===== src/rtl/pong_match_ctrl_if.sv =====
// -----------------------------------------------------------------------------
// pong_match_ctrl_if
//
// Bundles the signals between the Pong match controller and its neighbours:
// the conditioned inputs (frame tick, buttons), the ball engine's wall
// collision reports, and the controller's state, score and gating outputs.
//
// Parameter:
//   SCORE_W      width of each score counter
//
// Signals:
//   frame_tick   one-cycle pulse per video frame
//   btn_fire     fire button level (already synchronised)
//   btn_pause    pause button level (already synchronised)
//   col_left     ball reached the left wall
//   col_right    ball reached the right wall
//   state        current controller state encoding
//   score_left   left player score
//   score_right  right player score
//   serve_dir    0 = launch rightward, 1 = launch leftward
//   ball_en      ball/paddle motion enable
//   ball_reset   hold ball at centre
//   win_left     left player has won
//   win_right    right player has won
//
// Modports:
//   master       the side that drives the inputs and observes the outputs
//   slave        the match controller itself
// -----------------------------------------------------------------------------
interface pong_match_ctrl_if #(
    parameter int SCORE_W = 4
);
    logic               frame_tick;
    logic               btn_fire;
    logic               btn_pause;
    logic               col_left;
    logic               col_right;
    logic [2:0]         state;
    logic [SCORE_W-1:0] score_left;
    logic [SCORE_W-1:0] score_right;
    logic               serve_dir;
    logic               ball_en;
    logic               ball_reset;
    logic               win_left;
    logic               win_right;

    modport master (
        output frame_tick, btn_fire, btn_pause, col_left, col_right,
        input  state, score_left, score_right, serve_dir,
               ball_en, ball_reset, win_left, win_right
    );

    modport slave (
        input  frame_tick, btn_fire, btn_pause, col_left, col_right,
        output state, score_left, score_right, serve_dir,
               ball_en, ball_reset, win_left, win_right
    );
endinterface


===== src/rtl/pong_match_ctrl.sv =====
// -----------------------------------------------------------------------------
// pong_match_ctrl
//
// Match controller for the Pong core. Sequences a full match (new game,
// ready, timed serve, rally, point, game over), owns both score counters, the
// serve direction and the launch countdown, and gates the ball/paddle
// datapath. Button inputs are edge detected so a held button acts once.
//
// Parameters:
//   WIN_SCORE    points needed to win (1 .. 2^SCORE_W-1)
//   SCORE_W      width of each score counter
//   SERVE_DELAY  frame ticks spent in SERVE before launch (0 allowed)
//   CNT_W        countdown width
//
// Ports:
//   clk          system clock
//   sim_rst      asynchronous active-high reset
//   bus          pong_match_ctrl_if.slave: inputs frame_tick, btn_fire,
//                btn_pause, col_left, col_right; outputs state, score_left,
//                score_right, serve_dir, ball_en, ball_reset, win_left,
//                win_right
//
// Build option:
//   PONG_PAUSE_EN  when defined, a pause press in READY, SERVE or PLAY parks
//                  the match in PAUSE and a second press resumes the saved
//                  state. When undefined btn_pause is ignored and PAUSE is
//                  treated like any other illegal encoding.
// -----------------------------------------------------------------------------
module pong_match_ctrl #(
    parameter int WIN_SCORE   = 5,
    parameter int SCORE_W     = 4,
    parameter int SERVE_DELAY = 60,
    parameter int CNT_W       = 8
) (
    input  logic            clk,
    input  logic            sim_rst,
    pong_match_ctrl_if.slave bus
);
    typedef enum logic [2:0] {
        NEW_GAME = 3'd0,
        READY    = 3'd1,
        SERVE    = 3'd2,
        PLAY     = 3'd3,
        POINT    = 3'd4,
        END_GAME = 3'd5,
        PAUSE    = 3'd6
    } state_t;

    localparam logic [SCORE_W-1:0] WIN_VAL   = SCORE_W'(WIN_SCORE);
    localparam logic [CNT_W-1:0]   DELAY_VAL = CNT_W'(SERVE_DELAY);

    state_t             state_q, state_d;
    logic [CNT_W-1:0]   cnt_q, cnt_d;
    logic [SCORE_W-1:0] left_q, left_d, right_q, right_d;
    logic               dir_q, dir_d;
    logic               win_l_q, win_l_d, win_r_q, win_r_d;
    logic               fire_q, fire_rise;
    logic               pause_take;

    assign fire_rise = bus.btn_fire & ~fire_q;

`ifdef PONG_PAUSE_EN
    logic   pause_q, pause_rise;
    state_t saved_q;

    assign pause_rise = bus.btn_pause & ~pause_q;
    assign pause_take = pause_rise &&
                        (state_q == READY || state_q == SERVE || state_q == PLAY);

    // Pause edge detect and the state to return to after a pause.
    always_ff @(posedge clk or posedge sim_rst) begin
        if (sim_rst) begin
            pause_q <= 1'b0;
            saved_q <= NEW_GAME;
        end else begin
            pause_q <= bus.btn_pause;
            if (pause_take)
                saved_q <= state_q;
        end
    end
`else
    logic unused_pause;
    assign unused_pause = bus.btn_pause;
    assign pause_take   = 1'b0;
`endif

    // All match state lives here; the next values come from the decode below.
    always_ff @(posedge clk or posedge sim_rst) begin
        if (sim_rst) begin
            state_q <= NEW_GAME;
            cnt_q   <= '0;
            left_q  <= '0;
            right_q <= '0;
            dir_q   <= 1'b0;
            win_l_q <= 1'b0;
            win_r_q <= 1'b0;
            fire_q  <= 1'b0;
        end else begin
            state_q <= state_d;
            cnt_q   <= cnt_d;
            left_q  <= left_d;
            right_q <= right_d;
            dir_q   <= dir_d;
            win_l_q <= win_l_d;
            win_r_q <= win_r_d;
            fire_q  <= bus.btn_fire;
        end
    end

    // Next-state and datapath decode. A pause press outranks anything else
    // the current state would do this cycle, so a same-cycle collision or
    // fire is dropped. Scores are cleared on the way into NEW_GAME so the
    // new game shows 0-0 from its first cycle.
    always_comb begin
        state_d = state_q;
        cnt_d   = cnt_q;
        left_d  = left_q;
        right_d = right_q;
        dir_d   = dir_q;
        win_l_d = win_l_q;
        win_r_d = win_r_q;

        if (pause_take) begin
            state_d = PAUSE;
        end else begin
            case (state_q)
                NEW_GAME: state_d = READY;
                READY: begin
                    if (fire_rise) begin
                        state_d = SERVE;
                        cnt_d   = DELAY_VAL;
                    end
                end
                SERVE: begin
                    // Launch is checked before the tick so a tick at zero
                    // can never wrap the countdown.
                    if (cnt_q == '0)
                        state_d = PLAY;
                    else if (bus.frame_tick)
                        cnt_d = cnt_q - CNT_W'(1);
                end
                PLAY: begin
                    if (bus.col_left && bus.col_right) begin
                        state_d = READY;
                    end else if (bus.col_left) begin
                        state_d = POINT;
                        dir_d   = 1'b1;
                        if (right_q != WIN_VAL)
                            right_d = right_q + SCORE_W'(1);
                    end else if (bus.col_right) begin
                        state_d = POINT;
                        dir_d   = 1'b0;
                        if (left_q != WIN_VAL)
                            left_d = left_q + SCORE_W'(1);
                    end
                end
                POINT: begin
                    if (left_q == WIN_VAL || right_q == WIN_VAL) begin
                        state_d = END_GAME;
                        win_l_d = (left_q == WIN_VAL);
                        win_r_d = (right_q == WIN_VAL);
                    end else begin
                        state_d = READY;
                    end
                end
                END_GAME: begin
                    if (fire_rise)
                        state_d = NEW_GAME;
                end
`ifdef PONG_PAUSE_EN
                PAUSE: begin
                    if (pause_rise)
                        state_d = saved_q;
                end
`endif
                default: state_d = NEW_GAME;
            endcase
        end

        if (state_d == NEW_GAME) begin
            cnt_d   = '0;
            left_d  = '0;
            right_d = '0;
            dir_d   = 1'b0;
            win_l_d = 1'b0;
            win_r_d = 1'b0;
        end
    end

    // Outputs are the registers themselves or a decode of the state register.
    assign bus.state       = state_q;
    assign bus.score_left  = left_q;
    assign bus.score_right = right_q;
    assign bus.serve_dir   = dir_q;
    assign bus.win_left    = win_l_q;
    assign bus.win_right   = win_r_q;
    assign bus.ball_en     = (state_q == PLAY);
    assign bus.ball_reset  = (state_q == NEW_GAME) || (state_q == READY) ||
                             (state_q == SERVE)    || (state_q == POINT) ||
                             (state_q == END_GAME);
endmodule


===== src/flat_wrapper.sv =====
// flat-port wrapper written by rule: the top's interface ports become plain ports
module pong_match_ctrl_flat 
#(
    parameter int WIN_SCORE   = 5,
    parameter int SCORE_W     = 4,
    parameter int SERVE_DELAY = 60,
    parameter int CNT_W       = 8
)
  (clk, sim_rst, bus_frame_tick, bus_btn_fire, bus_btn_pause, bus_col_left, bus_col_right, bus_state, bus_score_left, bus_score_right, bus_serve_dir, bus_ball_en, bus_ball_reset, bus_win_left, bus_win_right);
  pong_match_ctrl_if #(.SCORE_W(SCORE_W)) bus_i ();
  input  logic clk;
  input  logic sim_rst;
  input wire logic [$bits(bus_i.frame_tick)-1:0] bus_frame_tick;
  input wire logic [$bits(bus_i.btn_fire)-1:0] bus_btn_fire;
  input wire logic [$bits(bus_i.btn_pause)-1:0] bus_btn_pause;
  input wire logic [$bits(bus_i.col_left)-1:0] bus_col_left;
  input wire logic [$bits(bus_i.col_right)-1:0] bus_col_right;
  output wire logic [$bits(bus_i.state)-1:0] bus_state;
  output wire logic [$bits(bus_i.score_left)-1:0] bus_score_left;
  output wire logic [$bits(bus_i.score_right)-1:0] bus_score_right;
  output wire logic [$bits(bus_i.serve_dir)-1:0] bus_serve_dir;
  output wire logic [$bits(bus_i.ball_en)-1:0] bus_ball_en;
  output wire logic [$bits(bus_i.ball_reset)-1:0] bus_ball_reset;
  output wire logic [$bits(bus_i.win_left)-1:0] bus_win_left;
  output wire logic [$bits(bus_i.win_right)-1:0] bus_win_right;
  assign bus_i.frame_tick = bus_frame_tick;
  assign bus_i.btn_fire = bus_btn_fire;
  assign bus_i.btn_pause = bus_btn_pause;
  assign bus_i.col_left = bus_col_left;
  assign bus_i.col_right = bus_col_right;
  assign bus_state = bus_i.state;
  assign bus_score_left = bus_i.score_left;
  assign bus_score_right = bus_i.score_right;
  assign bus_serve_dir = bus_i.serve_dir;
  assign bus_ball_en = bus_i.ball_en;
  assign bus_ball_reset = bus_i.ball_reset;
  assign bus_win_left = bus_i.win_left;
  assign bus_win_right = bus_i.win_right;
  pong_match_ctrl #(.WIN_SCORE(WIN_SCORE), .SCORE_W(SCORE_W), .SERVE_DELAY(SERVE_DELAY), .CNT_W(CNT_W)) u_core (.clk(clk), .sim_rst(sim_rst), .bus(bus_i));
endmodule

===== config.mk =====
export PLATFORM = sky130hd
export DESIGN_NAME = pong_match_ctrl_flat
export DESIGN_NICKNAME = d
export VERILOG_FILES = /design/src/rtl/pong_match_ctrl_if.sv /design/src/rtl/pong_match_ctrl.sv /design/src/flat_wrapper.sv
export SDC_FILE = /design/constraint.sdc
export NUM_CORES = 1
export LEC_CHECK = 0
export ABC_AREA = 0
export BUFFER_PORTS_ARGS = -buffer_cell sky130_fd_sc_hd__buf_2
export CAP_MARGIN = 20
export CORE_MARGIN = 5
export CORE_UTILIZATION = 40
export CTS_BUF_LIST = sky130_fd_sc_hd__clkbuf_8
export DETAILED_ROUTE_END_ITERATION = 10
export SYNTH_ARGS = -nofsm -noshare
export SYNTH_HDL_FRONTEND = slang
export SYNTH_SLANG_ARGS = --single-unit

===== constraint.sdc =====
create_clock -name clk -period 1.7 [get_ports clk]
set_clock_uncertainty 0.15 [all_clocks]
set_input_delay 0.255 -clock clk [delete_from_list [all_inputs] [get_ports clk]]
set_output_delay 0.255 -clock clk [all_outputs]
set_load 0.01 [all_outputs]

**Word level (Yosys, flattened, before mapping)**

Cells that the tools add are included.

- Register bits after elaboration: 23
- Bits of input ports: 7
- Output and inout bits: 16

- $add $sub $neg: 3
- Eq/ne operators: 14
- Multiplexer cells: 35
- Bitwise logic cells: 2
- Reductions and logical operators: 23

Operators by type and width:

| kind | number |
|---|---|
| $mux W4 | 11 |
| $mux W8 | 4 |
| $mux W3 | 7 |
| $pmux W3 S6 | 1 |
| $pmux W8 S2 | 1 |
| $reduce_bool A2 Y1 | 7 |
| $mux W1 | 11 |
| $add A4 B1 Y4 const B | 2 |
| $eq A4 B3 Y1 const B | 2 |
| $logic_not A8 Y1 | 1 |
| $ne A4 B3 Y1 const B | 2 |
| $reduce_and A4 Y1 | 2 |
| $sub A8 B1 Y8 const B | 1 |
| $eq A3 B2 Y1 const B | 2 |
| $eq A3 B3 Y1 const B | 2 |
| $logic_not A3 Y1 | 2 |
| $reduce_bool A3 Y1 | 2 |
| $logic_or A1 B1 Y1 | 5 |
| $reduce_and A5 Y1 | 1 |
| $eq A3 B1 Y1 const B | 1 |
| $ne A3 B1 Y1 const B | 1 |
| $ne A3 B2 Y1 const B | 1 |
| $ne A3 B3 Y1 const B | 1 |
| $reduce_and A3 Y1 | 1 |
| 6 further kinds | 6 |

**Logic depth before layout (Yosys ltp)**

Gate-level depths: netlist of the first run.

- Depth in word-level cells: 7
- Depth in mapped cells: 6
- Depth with buffers taken out: 6

**Worst setup path before layout of the first run**

Ideal clock, no wire load.

- Kind: reg2reg
- Start: register u_core.cnt_q[0]
- End: register u_core.cnt_q[6]
- Setup time: 0.126 ns
- Arrival: 1.510 ns
- Data required time: 1.424 ns
- Setup slack: -0.086 ns
- Cell stages (with the launch flop): 7
- Clock period less this slack: 1.786 ns
- Cells stage by stage: dfrtp_1 -> inv_1 -> ha_1 -> nor4b_4 -> and3_4 -> nor2_1 -> a221o_1

- Word-level cells in the longest chain between the ends: 6
- Elaborated cells on any way between the ends: 14
- Those cells by class: add/sub (1); eq/ne (3); mux (6); reduce/logical (4)

Ends and longest elaborated chain:

| item | RTL line | source |
|---|---|---|
| start, declared | pong_match_ctrl.sv:53 | `logic [CNT_W-1:0] cnt_q, cnt_d;` |
| start signal, assigned | pong_match_ctrl.sv:100 | `cnt_q <= cnt_d;` |
| branches (longest 6 deep; another with $sub A8 B1 Y8) | -- |  |

Several ways; the timed one is not identified. The select of a mux whose other input is x is not followed.
A chain may end at the register's enable or synchronous reset.

**Final worst setup path of the first run**

- Start: register u_core.cnt_q[1]
- End: register u_core.cnt_q[7]

Same word-level chain as after synthesis.

==> qor.csv, run 1 <==
stage,metric,value,unit
yosys,Async SR Flop Fraction,1.00,
grt,all-layer global routing usage,0.156,
yosys,"FF+latch count, synth",23,
clock_network,CTS root buf,clkbuf_8,
yosys,register area share after synthesis,0.410,
placement,routability cong.,0.818,
layout,Non-Filler Instances,237,
worst_hold_path,worst hold path endpoint,u_core.cnt_q[4],
clock_network,CTS tree,yes,
detailed_routing,post-DR vias/cell,5.36,
detailed_routing,Detailed Routing Iterations Pass 1,4,
worst_setup_path,worst-path maximum fanout,4,
sta,pin slew with the least headroom to its limit,0.375,ns
clock_network,Num CTS Buffers,3,
worst_setup_path,launching point of the worst reg2reg path,u_core.cnt_q[1],
sta,Hold Fails Final Rpt,0,
sta,final count of negative-setup-slack endpoints,4,
detailed_routing,Routed WL,3.62,mm
yosys,Post-Syn Area,1400,sq um
worst_setup_path,reg2reg end,u_core.cnt_q[7],
placement,Placed Instances,225,
placement,DP Area,1700,sq um
sta,PnR worst setup slack,-0.124,ns
worst_hold_path,Hold/Removal Path Class,primary input to register,
yosys,dominant synthesized flop cell,dfrtp_1,
sta,highest clock rate,548,MHz
power,Pwr per Cell Area,1500,nW/um^2
floorplanning,Die ar.,4790,sq um
grt,met2 usage,0.256,
worst_hold_path,hold path depth,2,
yosys,number of flops mapped to enable cells by yosys,0,
yosys,synth warn,0,
run_status,status,"finished, violations left",
worst_setup_path,crit path DAT,1.86,ns
sta,RSZ-0062 raised after global routing,true,
detailed_routing,DR WL/cell,15.3,um
sta,Period minus WS final,1.82,ns
grt,GR Layer Usage met1,0.195,
clock_network,worst skew pair latency,0.27,ns
floorplanning,Core Area,3360,sq um
yosys,Mean Syn Cell Area,9.82,sq um
layout,fin util,0.574,
clock_network,clock buffer depth,2,
grt,number of global-route vias before repair,1307,
worst_setup_path,CP max stage cell,or3_4,
worst_setup_path,worst reg2reg path depth,5,
grt,global-route wire length before repair,6.07,mm
power,leakage power,0.878,nW
yosys,Post-Syn Nets,155,
power,Max VDD drop,0.686,mV
worst_setup_path,Worst Setup Start Kind,register,
layout,"Design Area, Final",1930,sq um
job,Max Cap Viol,0,
clock_network,Sink Count,23,
layout,share of layout cells above drive strength 1,0.403,
clock_network,CTS HTree Levels,1,
grt,met3 Track Usage GR,0.0333,
sta,fin crit share,1.07,
sta,Slew HR,0.749,
clock_network,"Clk pin slew, worst setup/hold paths",0.09,ns
floorplanning,Top Ports,23,
yosys,Post-Synthesis Cells,143,
layout,Syn-to-layout area delta,37.6,%
worst_setup_path,Critical Path Max Stage Delay,0.42,ns
floorplanning,initial core utilization,0.417,
detailed_routing,vias,1270,
detailed_routing,DRC Markers,0,
yosys,Yosys cell types,47,
worst_setup_path,Worst Path Required,1.74,ns
worst_setup_path,r2r setup slk,-0.12,ns
layout,ant diodes,0,
floorplanning,Die H,69.2,um
sta,max-slew violation count,0,
worst_setup_path,crit end category,register,
grt,largest net degree at the start of global routing,24,
worst_setup_path,CP Cell Sequence,buf_4 -> or3_4 -> nor4b_4 -> xnor2_1 -> o31ai_2,
grt,gr busiest metal,met2,
worst_setup_path,CP Class,register to register,
layout,Layout Nets,204,
run_status,violated checks,negative setup slack,
floorplanning,Die X,69.2,um
detailed_routing,post-route ant nets,0,
placement,IO buf count,21,
grt,antenna violations before repair,0,
grt,grt ovf,0,
detailed_routing,DRT iter0 DRCs,49,
worst_hold_path,Hold Crit Start,bus_frame_tick,
placement,Detail Placement HPWL,2.49,mm
floorplanning,std cell rows,21,
-- report_power, final --
part	leakage [nW]	switching, W	total, W	internal (W)
logic	0.567	0.000792	0.00161	0.000815
clock network	0.0255	0.000194	0.000359	0.000164
registers	0.286	0.000204	0.000935	0.000731
-- worst max-delay path: cells and delay by family (launching register included) --
family,cells,cell delay [ns]
simple gates,2,0.76
compound gates,1,0.18
buf+inv,1,0.13
xor+xnor,1,0.14
flops,1,0.38
-- per-stage QoR --
stage | worst slack [ns] | setup TNS [ns] | hold slack (ns) | power (W)
final | -0.124 | -0.266 | 0.0680 | 0.00290
after global routing | -0.218 | -0.877 | 0.0774 | 0.00312
after CTS | -0.0932 | -0.372 | 0.0620 | 0.00271
after detailed placement | -0.145 | -0.696 | 0.171 | 0.00225
after global placement | -0.0875 | -0.292 | 0.164 | 0.00219
after floorplan | -0.0707 | -0.0707 | 0.107 | 0.00168
-- routing by layer --
metal	vias to the layer above	wire length, um
met2	25	1750
met3	7	125
li1	616	-
met5	-	0
met4	0	75
met1	622	1670
-- cells in the mapped netlist, drive strengths merged (2+ instances only) --
library cell   n  area (sq um)
nor3b          2          20.0
nand3          3          15.0
dfrtp         23           576
a21boi         2          15.0
o21a           5          37.5
nor4b          3          53.8
nor3           3          25.0
nand2b         3          18.8
o21ai          6          30.0
clkbuf         2          7.51
o211ai         2          15.0
nand4          3          18.8
ha             5          62.6
nor2          12          45.0
a31oi          3          18.8
nand3b         2          15.0
buf            3          15.0
and3           4          30.0
a21o           2          16.3
nand2         11          41.3
and3b          3          26.3
a21oi         10          53.8
xor2           4          35.0
inv            7          26.3
nand4b         2          17.5
xnor2          4          35.0
-- kinds of logic after synthesis --
| group | after synthesis | synth area share |
|---|---|---|
| flops | 23 | 0.410 |
| compound gates | 37 | 0.179 |
| xor+xnor | 8 | 0.0499 |
| buf+inv | 12 | 0.0348 |
| simple gates | 58 | 0.282 |
| fa+ha+maj | 5 | 0.0446 |
-- sequential cells by signal, summed over array words and instances, names as in the netlist --
name and cells:
u_core.bus.win_right 1, u_core.bus.win_left 1, u_core.bus.score_left 4, u_core.fire_q 1
u_core.cnt_q 8, u_core.bus.serve_dir 1, u_core.bus.state 3, u_core.bus.score_right 4
-- cell usage in the layout (no fill, tap or decap), types with 4 or more instances in the layout --
master	synthesis	layout
a21oi_1	9	8
buf_2	3	20
buf_4	0	20
buf_6	0	7
dfrtp_1	23	20
ha_1	5	4
inv_1	7	6
nand2_1	11	11
nor2_1	12	12
o21a_1	5	5
o21ai_0	5	4
xnor2_1	4	4
xor2_1	4	4
-- how the worst max path moves through the flow --
stage / from / end / slack [ns] / depth (start not counted)
finish: u_core.cnt_q[1] / u_core.cnt_q[7] / -0.12 / 5
global route: u_core.cnt_q[1] / u_core.cnt_q[7] / -0.22 / 5
floorplan: u_core.cnt_q[0] / u_core.cnt_q[6] / -0.07 / 6
detailed placement: u_core.cnt_q[0] / u_core.cnt_q[6] / -0.14 / 6
CTS: u_core.cnt_q[0] / u_core.cnt_q[5] / -0.09 / 8
global placement: u_core.cnt_q[0] / u_core.cnt_q[6] / -0.09 / 6
-- layout make-up --
| class | instances | area (sq um) |
|---|---|---|
| fillers | 302 | 1430 |
| inverters | 7 | 26.3 |
| clock inverters | 1 | 5.00 |
| flip-flops and latches | 23 | 579 |
| clock buffers | 3 | 41.3 |
| well taps | 46 | 57.6 |
| multi-input cells | 108 | 873 |
| repair buffers | 49 | 349 |
-- what timing repair did --
action	CTS	global route
hold buffers	2	0
pin swaps	3	11
setup endpoints to repair	9	15
buffers inserted	3	4
endpoints found under the hold margin	24	0
resized for setup	11	16
Note: power is estimated with default switching activity, not from simulation.
==> inputs of run 2 (changes only) <==
- CORE_UTILIZATION: 40 -> 52
- PLACE_DENSITY: default -> 0.77
==> run 2 against run 1 <==
The run still ends with negative setup slack left. Non-clock buffer count increased by 2. Clock power hardly changed. Routed wire length increased by 2.7%. Combinational power hardly changed. Worst hold slack improved by 0.0046 ns. Worst setup slack better by 0.023 ns. Critical path depth grew 2. Register-to-register slack gained 0.02 ns. Via count grew 6.7%. Sequential cell count stayed put. Cell count shrank 5.9%. Fmax increased by 1.3%. Critical path type unchanged. Critical endpoint is now u_core.cnt_q[6].
==> qor.csv, run 2 (synthesis gave the netlist of run 1 again) <==
stage,metric,value,unit,change
run_status,status,"finished, violations left",,
run_status,violated checks,negative setup slack,,
layout,ant diodes,0,,unchanged
worst_setup_path,worst-path maximum fanout,7,,+3
worst_setup_path,launching point of the worst reg2reg path,u_core.cnt_q[1],,
clock_network,CTS root buf,clkbuf_8,,
worst_setup_path,critical path startpoint,u_core.cnt_q[1],,
detailed_routing,Detailed Routing Iterations Pass 1,4,,unchanged
worst_setup_path,Critical Path Max Stage Delay,0.41,ns,about the same
sta,Period minus WS final,1.80,ns,-0.0229 ns
placement,DP Area,1680,sq um,-1.2%
sta,final count of negative-setup-slack endpoints,8,,+4
power,Max VDD drop,1.13,mV,+65%
layout,Syn-to-layout area delta,35.8,%,
clock_network,worst skew pair latency,0.27,ns,about the same
floorplanning,Top Ports,23,,unchanged
power,Pwr per Cell Area,1530,nW/um^2,+1.7%
sta,max-slew violation count,0,,unchanged
layout,largest register by flop count,u_core.cnt_q,,
grt,largest net degree at the start of global routing,24,,unchanged
sta,fin crit share,1.06,,-0.0135
sta,RSZ-0062 raised after global routing,true,,
layout,Filler cells,167,,-45%
power,Total Power,0.00291,W,+0.37%
worst_setup_path,CP max stage cell,dfrtp_1,,
sta,pin slew with the least headroom to its limit,0.381,ns,+0.00603 ns
worst_hold_path,Hold Crit Start,bus_frame_tick,,
grt,antenna violations before repair,0,,unchanged
layout,share of layout cells above drive strength 1,0.383,,-0.0197
layout,"Design Area, Final",1910,sq um,-1.3%
clock_network,clock buffer depth,2,,unchanged
worst_setup_path,CP bufs+invs,2,,+1
placement,Detail Placement HPWL,2.43,mm,-2.4%
layout,"most common cell after layout, fill and taps aside",buf_4,,
clock_network,CTS HTree Levels,1,,unchanged
clock_network,"Clk pin slew, worst setup/hold paths",0.09,ns,about the same
grt,met2 usage,0.318,,+0.0617
worst_setup_path,CP Cell Sequence,inv_1 -> ha_4 -> nor4b_4 -> buf_6 -> and3_4 -> nor2_1 -> a221o_1,,
grt,met3 Track Usage GR,0.0289,,-0.00441
floorplanning,initial core utilization,0.557,,+0.139
sta,Hold Fails Final Rpt,0,,unchanged
detailed_routing,vias,1355,,+6.7%
grt,number of global-route vias before repair,1264,,-3.3%
job,Max Cap Viol,0,,unchanged
power,leakage power,0.887,nW,+1.0%
sta,Slew HR,0.745,,-0.00404
worst_setup_path,CP Class,register to register,,
floorplanning,std cell rows,18,,-14%
sta,hold_ws,0.0726,ns,+0.00460 ns
floorplanning,Die H,62.0,um,-11%
detailed_routing,DRC Markers,0,,unchanged
detailed_routing,post-DR vias/cell,6.08,,+13%
grt,all-layer global routing usage,0.193,,+0.0361
worst_setup_path,Worst Setup Start Kind,register,,
sta,highest clock rate,555,MHz,+1.3%
worst_hold_path,Hold/Removal Path Class,primary input to register,,
grt,gr busiest metal,met2,,
layout,most frequent cells in the layout,"24 x buf_4, 21 x buf_2, 21 x dfrtp_1",,
placement,Placed Instances,209,,-7.1%
detailed_routing,DRT iter0 DRCs,117,,+140%
worst_setup_path,crit end category,register,,
floorplanning,Die X,62.0,um,-11%
detailed_routing,post-route ant nets,0,,unchanged
worst_setup_path,CP top delay family,flip-flops,,
worst_setup_path,crit path DAT,1.81,ns,-0.05 ns
placement,pre-CTS setup slack,-0.122,ns,+0.0231 ns
grt,GR Layer Usage met1,0.246,,+0.0508
clock_network,Sink Count,23,,unchanged
detailed_routing,Routed WL,3.72,mm,+2.7%
placement,IO buf count,21,,unchanged
sta,PnR worst setup slack,-0.101,ns,+0.0229 ns
grt,global-route wire length before repair,5.44,mm,-10%
placement,routability cong.,0.883,,+7.9%
worst_setup_path,Worst Path Required,1.71,ns,-0.03 ns
layout,Non-Filler Instances,223,,-5.9%
clock_network,CTS tree,yes,,
floorplanning,Core Area,2520,sq um,-25%
floorplanning,Die ar.,3840,sq um,-20%
layout,Largest register FFs,8,,unchanged
detailed_routing,DR WL/cell,16.7,um,+9.2%
clock_network,Num CTS Buffers,3,,unchanged
layout,Layout Nets,206,,+0.98%
grt,grt ovf,0,,unchanged
## run 2: what timing repair did
action / 4_1_cts / 5_1_grt
buffers inserted: 5 / 4
endpoints found under the setup margin: 10 / 16
gates resized for setup: 0 / 19
hold buffers: 2 / 0
pin swaps: 6 / 9
hold endpoints to repair: 24 / 0
## run 2: where the power goes
group / internal [W] / switching [W]
clock: 0.000165 / 0.000195
combinational: 0.000820 / 0.000793
sequential: 0.000730 / 0.000208
total: 0.00171 / 0.00120
## run 2: area by class of cell
class                      instances  area, sq um  area share
multi-input combinational        108          860       0.451
timing repair buffer              51          359       0.188
inverter                           7         26.3      0.0138
clock buffer                       3         41.3      0.0217
tap                               30         37.5      0.0197
sequential                        23          578       0.303
clock inverter                     1         5.00     0.00262
## run 2: worst paths after layout
check                                           end  slack, ns  cells after the start
worst max-delay path                u_core.cnt_q[6]      -0.10                      7
worst min-delay path                u_core.cnt_q[4]       0.07                      2
worst max register to register      u_core.cnt_q[6]      -0.10                      7
worst min register to register  u_core.bus.win_left       0.37                      2
max in group asynchronous       u_core.bus.state[2]       0.75                      4
min in group asynchronous           u_core.cnt_q[4]       0.40                      4
## run 2: layer usage
metal | part of all wire | vias to the layer above
li1 | - | 627
met5 | 0 | -
met2 | 0.50 | 54
met1 | 0.41 | 667
met3 | 0.070 | 7
met4 | 0.019 | 0
## run 2: per-stage QoR
step | utilization | setup TNS (ns)
after floorplan | - | -0.0707
after global placement | 0.665 | -0.205
after detailed placement | 0.665 | -0.577
after CTS | 0.706 | -0.706
after global routing | 0.756 | -1.11
final | 0.756 | -0.494
==> inputs of run 3 (changes only) <==
- GPL_TIMING_DRIVEN: default -> 0
- clock period: 1.7 -> 1.65 ns (I/O delays scaled with it)
==> run 3 against run 2 <==
Cell count shrank 1.3%. Die area did not move. Register-to-register slack got worse by 0.05 ns. Via count increased by 0.30%. Sequential power rose by 6.1%. The run still ends with negative setup slack left. Clock power fell by 3%. First-iteration DRC count up 6.0%. Count of clock-buffer cells in the layout stayed put. Final area grew 0.26%. Non-clock buffer count fell by 3.
==> qor.csv, run 3 (synthesis gave the netlist of run 1 again) <==
stage,metric,value,unit,change
clock_network,Num CTS Buffers,3,,unchanged
power,Pwr per Cell Area,1590,nW/um^2,+4.4%
power,Comb power frac,0.559,,+0.005
layout,Layout Nets,203,,-1.5%
floorplanning,Core Area,2520,sq um,unchanged
grt,antenna violations before repair,0,,unchanged
power,Clk network pwr share,0.114,,-0.010
sta,fin crit share,1.09,,+0.0305
floorplanning,std cell rows,18,,unchanged
clock_network,CTS root buf,clkbuf_8,,
floorplanning,Die H,62.0,um,unchanged
worst_setup_path,CP max stage cell,dfrtp_1,,
layout,Largest register FFs,8,,unchanged
layout,most frequent cells in the layout,"21 x dfrtp_1, 20 x buf_2, 18 x buf_4",,
sta,highest clock rate,556,MHz,+0.15%
power,sw power,0.00128,W,+7.0%
worst_hold_path,Hold/Removal Path Class,primary input to asynchronous set/reset pin,,
clock_network,CTS HTree Levels,1,,unchanged
clock_network,clock buffer depth,2,,unchanged
placement,routability cong.,0.850,,-3.8%
placement,Detail Placement HPWL,2.22,mm,-8.6%
sta,RSZ-0062 raised after global routing,true,,
grt,all-layer global routing usage,0.207,,+0.0143
clock_network,"Clk pin slew, worst setup/hold paths",0.08,ns,about the same
grt,grt ovf,0,,unchanged
sta,Slew HR,0.405,,-0.340
detailed_routing,post-DR vias/cell,6.18,,+1.7%
sta,max-slew violation count,0,,unchanged
power,register share of total power,0.326,,+0.004
power,Sw Share,0.420,,+0.00899
floorplanning,Die X,62.0,um,unchanged
job,Max Cap Viol,0,,unchanged
power,Internal Power,0.00177,W,+3.1%
detailed_routing,DRT iter0 DRCs,124,,+6.0%
worst_setup_path,CP bufs+invs,0,,-2
floorplanning,initial core utilization,0.557,,unchanged
sta,pin slew with the least headroom to its limit,0.891,ns,+0.510 ns
layout,Syn-to-layout area delta,36.2,%,
worst_setup_path,Worst Setup Start Kind,register,,
detailed_routing,DR WL/cell,17.7,um,+6.0%
worst_setup_path,CP most frequent cell,a21oi_4,,
worst_setup_path,CP Class,register to register,,
layout,Filler cells,168,,+0.60%
detailed_routing,post-route ant nets,0,,unchanged
detailed_routing,vias,1359,,+0.30%
run_status,status,"finished, violations left",,
detailed_routing,DRC Markers,0,,unchanged
floorplanning,Die ar.,3840,sq um,unchanged
layout,ant diodes,0,,unchanged
grt,largest net degree at the start of global routing,24,,unchanged
sta,PnR worst setup slack,-0.148,ns,-0.0473 ns
detailed_routing,Routed WL,3.89,mm,+4.5%
worst_setup_path,crit path DAT,1.80,ns,about the same
placement,IO buf count,20,,-4.8%
worst_setup_path,Critical Path Max Stage Delay,0.43,ns,+0.02 ns
worst_setup_path,Worst Path Required,1.65,ns,-0.06 ns
sta,hold_ws,0.0118,ns,-0.0608 ns
grt,number of global-route vias before repair,1267,,+0.24%
clock_network,Sink Count,23,,unchanged
sta,final count of negative-setup-slack endpoints,13,,+5
worst_setup_path,worst-path maximum fanout,5,,-2
power,Max VDD drop,1.20,mV,+6.4%
layout,largest register by flop count,u_core.cnt_q,,
worst_setup_path,crit end category,register,,
sta,Period minus WS final,1.80,ns,-0.00270 ns
floorplanning,Top Ports,23,,unchanged
layout,"most common cell after layout, fill and taps aside",dfrtp_1,,
clock_network,worst skew pair latency,0.26,ns,about the same
detailed_routing,Detailed Routing Iterations Pass 1,4,,unchanged
worst_setup_path,CP top delay family,compound AO/OA/AOI/OAI gates,,
worst_setup_path,CP Cell Sequence,nand4bb_1 -> a21oi_4 -> a21oi_4 -> a221o_1,,
sta,Hold Fails Final Rpt,0,,unchanged
run_status,violated checks,negative setup slack,,
grt,global-route wire length before repair,6.00,mm,+10%
power,leakage power,0.877,nW,-1.1%
clock_network,CTS tree,yes,,
layout,share of layout cells above drive strength 1,0.395,,+0.0113
placement,pre-CTS setup slack,-0.255,ns,-0.133 ns
==> run 3: stage by stage <==
step           power, W  area [sq um]  TNS, ns   util  instances
2_1_floorplan   0.00174          1410   -0.121      -        143
3_3_place_gp    0.00204          1540    -1.25  0.612        193
3_5_place_dp    0.00209          1540    -2.27  0.612        193
4_1_cts         0.00273          1740   -0.544  0.689        213
5_1_grt         0.00326          1910    -2.19  0.758        220
6_report        0.00305          1910   -0.808  0.758        220
==> run 3: timing repair <==
item | in CTS | in global routing
hold buffers | 1 | 0
buffers inserted | 15 | 7
resized for setup | 9 | 29
endpoints found under the setup margin | 20 | 21
hold endpoints to repair | 1 | 0
pin swaps | 8 | 16
==> run 3: worst register-to-register path: stages, from the launching register on <==
cell	delay [ns]
dfrtp_1	0.43
nand4bb_1	0.35
a21oi_4	0.32
a21oi_4	0.10
a221o_1	0.35
==> run 3: final timing paths <==
check                               startpoint                   to  slack [ns]  cells past startpoint
max                        u_core.bus.state[1]      u_core.cnt_q[6]       -0.15                      4
min                                    sim_rst      u_core.cnt_q[3]        0.01                      2
max reg2reg                u_core.bus.state[1]      u_core.cnt_q[6]       -0.15                      4
min reg2reg                u_core.bus.win_left  u_core.bus.win_left        0.38                      2
max in group asynchronous              sim_rst  u_core.bus.state[2]        0.73                      2
min in group clk                bus_frame_tick      u_core.cnt_q[4]        0.10                      2
==> run 3: layout make-up <==
| type | instances | area (sq um) | area share |
|---|---|---|---|
| well taps | 30 | 37.5 | 0.0196 |
| repair buffers | 43 | 300 | 0.157 |
| clock inverters | 1 | 3.75 | 0.00196 |
| clock buffers | 3 | 41.3 | 0.0216 |
| multi-input cells | 108 | 886 | 0.463 |
| flip-flops and latches | 23 | 578 | 0.302 |
| plain buffers | 5 | 38.8 | 0.0203 |
| inverters | 7 | 26.3 | 0.0137 |
==> run 3: layer usage <==
| metal | up-vias | GRT usage | wire (um) | part of all wire |
|---|---|---|---|---|
| li1 | 618 | - | - | - |
| met1 | 676 | 0.286 | 1640 | 0.42 |
| met2 | 59 | 0.346 | 1940 | 0.50 |
| met3 | 6 | 0.0289 | 285 | 0.073 |
| met4 | 0 | 0.0394 | 29 | 0.0075 |
| met5 | - | 0 | 0 | 0 |
==> run 3: power groups by stage <==
stage	sequential, W	combinational [W]	clock [W]
finish	0.000994	0.00170	0.000349
global route	0.00103	0.00184	0.000387
CTS	0.000947	0.00142	0.000356
detailed placement	0.000986	0.00111	0
global placement	0.000968	0.00107	0
floorplan	0.00100	0.000734	0
